===== src/rtl/btn_debouncer.sv =====
// btn_debouncer -- per-channel push-button debouncer with press strobe.
//
// Each raw button level is brought into the clock domain by a two-flop
// synchronizer. A four-state FSM with a stability counter then accepts a
// level change only after DEBOUNCE_CYCLES consecutive agreeing samples.
//
// Ports (top):
//   i_clk    in   1      system clock, rising edge
//   i_reset  in   1      synchronous active-high reset
//   i_btn    in   N_BTN  raw asynchronous button levels, 1 = pressed
//   o_level  out  N_BTN  debounced level per channel
//   o_pulse  out  N_BTN  one-cycle strobe on the first debounced-pressed cycle
//
// Parameters: N_BTN (1..8), DEBOUNCE_CYCLES (>= 2).

module btn_debouncer_lane #(
    parameter int DEBOUNCE_CYCLES = 1000000
) (
    input  logic clk,
    input  logic rst,
    input  logic btn,
    output logic level,
    output logic pulse
);
    localparam int CW = $clog2(DEBOUNCE_CYCLES);
    localparam logic [CW-1:0] CNT_MAX = CW'(DEBOUNCE_CYCLES - 1);

    // Encoding puts the "debounced pressed" states in the upper half so the
    // level output is simply state[1].
    localparam logic [1:0] IDLE         = 2'd0;
    localparam logic [1:0] WAIT_PRESS   = 2'd1;
    localparam logic [1:0] PRESSED      = 2'd2;
    localparam logic [1:0] WAIT_RELEASE = 2'd3;

    logic [1:0]    sync_q;
    logic          s;
    logic [1:0]    state, state_nxt;
    logic [CW-1:0] cnt, cnt_nxt;

    assign s = sync_q[1];

    always_comb begin
        state_nxt = state;
        cnt_nxt   = cnt;
        case (state)
            IDLE: begin
                if (s) begin
                    state_nxt = WAIT_PRESS;
                    cnt_nxt   = '0;
                end
            end
            WAIT_PRESS: begin
                if (!s) begin
                    state_nxt = IDLE;
                    cnt_nxt   = '0;
                end else if (cnt == CNT_MAX) begin
                    state_nxt = PRESSED;
                    cnt_nxt   = '0;
                end else begin
                    cnt_nxt = cnt + CW'(1);
                end
            end
            PRESSED: begin
                if (!s) begin
                    state_nxt = WAIT_RELEASE;
                    cnt_nxt   = '0;
                end
            end
            WAIT_RELEASE: begin
                if (s) begin
                    state_nxt = PRESSED;
                    cnt_nxt   = '0;
                end else if (cnt == CNT_MAX) begin
                    state_nxt = IDLE;
                    cnt_nxt   = '0;
                end else begin
                    cnt_nxt = cnt + CW'(1);
                end
            end
            default: begin
                state_nxt = IDLE;
                cnt_nxt   = '0;
            end
        endcase
    end

    always_ff @(posedge clk) begin
        if (rst) begin
            sync_q <= '0;
            state  <= IDLE;
            cnt    <= '0;
            pulse  <= 1'b0;
        end else begin
            sync_q <= {sync_q[0], btn};
            state  <= state_nxt;
            cnt    <= cnt_nxt;
            // Only the WAIT_PRESS -> PRESSED edge strobes; a bounce back
            // from WAIT_RELEASE into PRESSED must not re-fire.
            pulse  <= (state == WAIT_PRESS) && (state_nxt == PRESSED);
        end
    end

    assign level = state[1];
endmodule

module btn_debouncer #(
    parameter int N_BTN           = 3,
    parameter int DEBOUNCE_CYCLES = 1000000
) (
    input  logic             i_clk,
    input  logic             i_reset,
    input  logic [N_BTN-1:0] i_btn,
    output logic [N_BTN-1:0] o_level,
    output logic [N_BTN-1:0] o_pulse
);
    for (genvar k = 0; k < N_BTN; k++) begin : g_lane
        btn_debouncer_lane #(
            .DEBOUNCE_CYCLES(DEBOUNCE_CYCLES)
        ) u_lane (
            .clk  (i_clk),
            .rst  (i_reset),
            .btn  (i_btn[k]),
            .level(o_level[k]),
            .pulse(o_pulse[k])
        );
    end
endmodule


===== config.mk =====
export PLATFORM = sky130hd
export DESIGN_NAME = btn_debouncer
export DESIGN_NICKNAME = d
export VERILOG_FILES = /design/src/rtl/btn_debouncer.sv
export SDC_FILE = /design/constraint.sdc
export NUM_CORES = 1
export LEC_CHECK = 0
export CAP_MARGIN = 10
export CORE_ASPECT_RATIO = 2
export CORE_MARGIN = 2
export CORE_UTILIZATION = 24
export DETAILED_ROUTE_END_ITERATION = 10
export PLACE_DENSITY = 0.34
export SETUP_SLACK_MARGIN = 0.2
export SYNTH_ARGS = -nofsm -noshare
export SYNTH_HDL_FRONTEND = slang
export SYNTH_HIERARCHICAL = 1
export SYNTH_SLANG_ARGS = --single-unit

===== constraint.sdc =====
create_clock -name i_clk -period 2.11 [get_ports i_clk]
set_input_delay 0.422 -clock i_clk [delete_from_list [all_inputs] [get_ports i_clk]]
set_output_delay 0.422 -clock i_clk [all_outputs]
set_load 0.02 [all_outputs]

==> results.sh <==
export IMPL_status="finished, final reports clean"
export IMPL_grt_setup_unrepaired="yes"
export IMPL_core_area_um2=15600
export IMPL_num_rows=65
export IMPL_syn2layout_area_growth_pct=21.0
export IMPL_ys_types=40
export IMPL_nNetsFinal=485
export IMPL_clockBufferDepth=2
export IMPL_postSynthCellCount=447
export IMPL_synthesis_nets=455
export IMPL_setup_violations=0
export IMPL_syn_cell_area_um2=3800
export IMPL_cp_max_fo=4
export IMPL_critical_path_arrival_ns=1.40
export IMPL_drv_cap=0
export IMPL_die_w_um=93.0
export IMPL_pin_count=11
export IMPL_grt_pass1_wl_um=15400
export IMPL_numPortBuffers=10
export IMPL_skew_ns=0.00879
export IMPL_synth_edf_count=0
export IMPL_ys_flop_type="dfxtp_1"
export IMPL_initial_core_util_pct=24.4
export IMPL_fmax_mhz=550
export IMPL_drive_above_1_share_pct=13.1
export IMPL_min_period_ns=1.82
export IMPL_cts_max_level=3
export IMPL_grtUsageTotal_pct=11.3
export IMPL_crit_required_ns=1.69
export IMPL_fin_setup_tns_ns=0
export IMPL_reg2reg_depth=6
export IMPL_hp_start="g_lane[0].u_lane/sync_q[0]"
export IMPL_post_route_period_util_pct=86.2
export IMPL_path_class="reg2out"
export IMPL_overflow=0
export IMPL_slew_violations=0
export IMPL_hold_class="reg2reg"
export IMPL_crit_chain="clkdlybuf4s50_1"
export IMPL_drtIter0Drc=158
export IMPL_reg2reg_from="g_lane[0].u_lane/cnt[12]"
export IMPL_tightest_slew_ns=0.447
export IMPL_vias_per_cell=4.82
export IMPL_routed_wl_um=8990
export IMPL_drtAntennaViolNets=0
export IMPL_ys_ff_latch=75
export IMPL_cp_start_kind="flip-flop"
export IMPL_antennaDiodeCount=0
export IMPL_numClockSinks=75
export IMPL_dp_final_hpwl_um=6230
export IMPL_grt_pass1_vias=3023
export IMPL_path_clk_slew_ns=0.06
export IMPL_antenna_found_initial=0
export IMPL_crit_slowest_cell="clkdlybuf4s50_1"
export IMPL_first_pass_iters=4
export IMPL_hold_viol_final=0
export IMPL_worstHoldEndpoint="g_lane[0].u_lane/sync_q[1]"
export IMPL_cts_buffers=9
export IMPL_route_detailed_drc=0
export IMPL_dieArea_um2=16900
export IMPL_multi_input_comb_area_um2=2120
export IMPL_path_depth=1
export IMPL_slew_headroom_pct=70.0
export IMPL_fillerInstances=1701
export IMPL_power_mw=3.07
export IMPL_vdd_drop_max_mv=0.345
export IMPL_place_congestion=0.719
export IMPL_power_leakage_nw=1.54
export IMPL_wl_per_cell_um=13.2
export IMPL_critical_path_top_delay_family="buffers and inverters"
export IMPL_yosysWarnings=6
export IMPL_utilization_pct=29.5
export IMPL_grt_max_degree=34
export IMPL_final_seq_area_um2=1500
export IMPL_endpoint_kind="primary output"
export IMPL_insertion_delay_ns=0.34
export IMPL_crit_buf_inv=1
export IMPL_ys_seq_area_share_pct=39.5
export IMPL_r2r_slack_ns=0.33
export IMPL_synth_avg_cell_area_um2=8.51
export IMPL_cts_tree="done"
export IMPL_timing_rr_end="g_lane[0].u_lane/cnt[15]"
export IMPL_vias=3294
export IMPL_cts_root_buf="clkbuf_16"
export IMPL_async_flop_share_pct=0
export IMPL_postCtsHoldBufs=0
export IMPL_cellPowerDensity_nw_per_um2=669
export IMPL_die_h_um=182
export IMPL_min_path_cells=1
export IMPL_slowest_delay_ns=0.64
state kept, by name, indices dropped and copies added (netlist names):
register / count
g_lane.u_lane/cnt: 60
g_lane.u_lane/state: 6
g_lane.u_lane/sync_q: 6
g_lane.u_lane/pulse: 3
cells by family (layout without fill, tap and decap cells):
logic type	after synthesis	in the layout	share of synthesized area, %
adders and majority gates	3	3	0.987
DFF	75	75	39.5
and+or+nand+nor	198	198	29.7
muxes	12	12	3.16
AOI/OAI and AO/OA	120	120	20.0
buffers and inverters	33	68	5.23
xor gates and xnor gates	6	6	1.38
Yosys cell counts, types with 6 or more instances:
master / instances / share of area, %
buf_2: 6 / 0.79
dfxtp_1: 75 / 39
a21oi_1: 48 / 6.3
nand2b_1: 9 / 1.5
buf_4: 6 / 1.2
mux2i_1: 12 / 3.2
nand2_1: 42 / 4.1
a31oi_1: 30 / 4.9
nor2b_1: 6 / 0.99
nor2_1: 30 / 3.0
inv_1: 9 / 0.89
a22o_1: 6 / 1.4
nand3_1: 27 / 3.6
nor3_1: 12 / 1.6
nor4_1: 6 / 0.99
o21ai_0: 15 / 2.0
and3_1: 9 / 1.5
and4_1: 6 / 1.4
nand4_1: 27 / 4.4
buf_6: 6 / 1.8
power by group:
part / switching, mW / internal, mW / total [mW]
Combinational: 0.0570 / 0.0402 / 0.0972
Sequential: 0.00525 / 1.42 / 1.43
Clock: 0.633 / 0.916 / 1.55
Total: 0.695 / 2.38 / 3.07
routing by layer:
layer / vias to the layer above / global-route usage, % / wire, um
met2: 36 / 16.1 / 3870
met1: 1506 / 16.5 / 4750
met5: - / 0 / 0
met3: 10 / 2.41 / 183
li1: 1742 / - / -
met4: 0 / 4.59 / 184
stage by stage:
stage	area, um2	std cells	setup WS, ns	hold slack (ns)
2_1_floorplan	3800	447	0.378	0.414
3_3_place_gp	4270	665	0.193	0.427
3_5_place_dp	4270	665	0.213	0.429
4_1_cts	4570	681	0.202	0.444
5_1_grt	4600	683	0.173	0.458
6_report	4600	683	0.292	0.441
how the worst max path moves through the flow:
stage,start,to,slack [ns]
finish,g_lane[1].u_lane/state[1],o_level[1],0.29
global route,g_lane[0].u_lane/cnt[12],g_lane[0].u_lane/cnt[15],0.17
CTS,g_lane[1].u_lane/cnt[1],g_lane[1].u_lane/cnt[15],0.20
detailed placement,g_lane[0].u_lane/cnt[0],g_lane[0].u_lane/cnt[15],0.21
global placement,g_lane[1].u_lane/cnt[0],g_lane[1].u_lane/cnt[15],0.19
floorplan,g_lane[0].u_lane/cnt[0],g_lane[0].u_lane/cnt[15],0.38
area by class of cell:
| type | instances | area share [%] |
|---|---|---|
| Clock inverter | 6 | 1.44 |
| Inverter | 9 | 0.734 |
| Timing Repair Buffer | 43 | 8.65 |
| Tap cell | 201 | 5.47 |
| Clock buffer | 10 | 4.98 |
| Sequential cell | 75 | 32.6 |
| Multi-Input combinational cell | 339 | 46.1 |
cell usage in the layout, fill, tap and decap left out, drive strengths merged, types with 6 or more instances in the layout:
master         count
inv                9
nand4             27
buf               33
and3               9
nand2b             9
o21ai             15
dfxtp             75
nor3              15
a31oi             30
and4               6
nand2             42
mux2i             12
nor2b              6
nor4b              6
nand3             27
nor2              30
nor4               6
a22o               6
a21oi             48
clkdlybuf4s50     10
clkbuf            10
repair_timing:
item,4_1_cts,5_1_grt
pin swaps,1,3
resized for setup,0,3
setup endpoints to repair,1,18
buffers inserted,0,2
No activity file was read; power rests on OpenSTA's default activity.
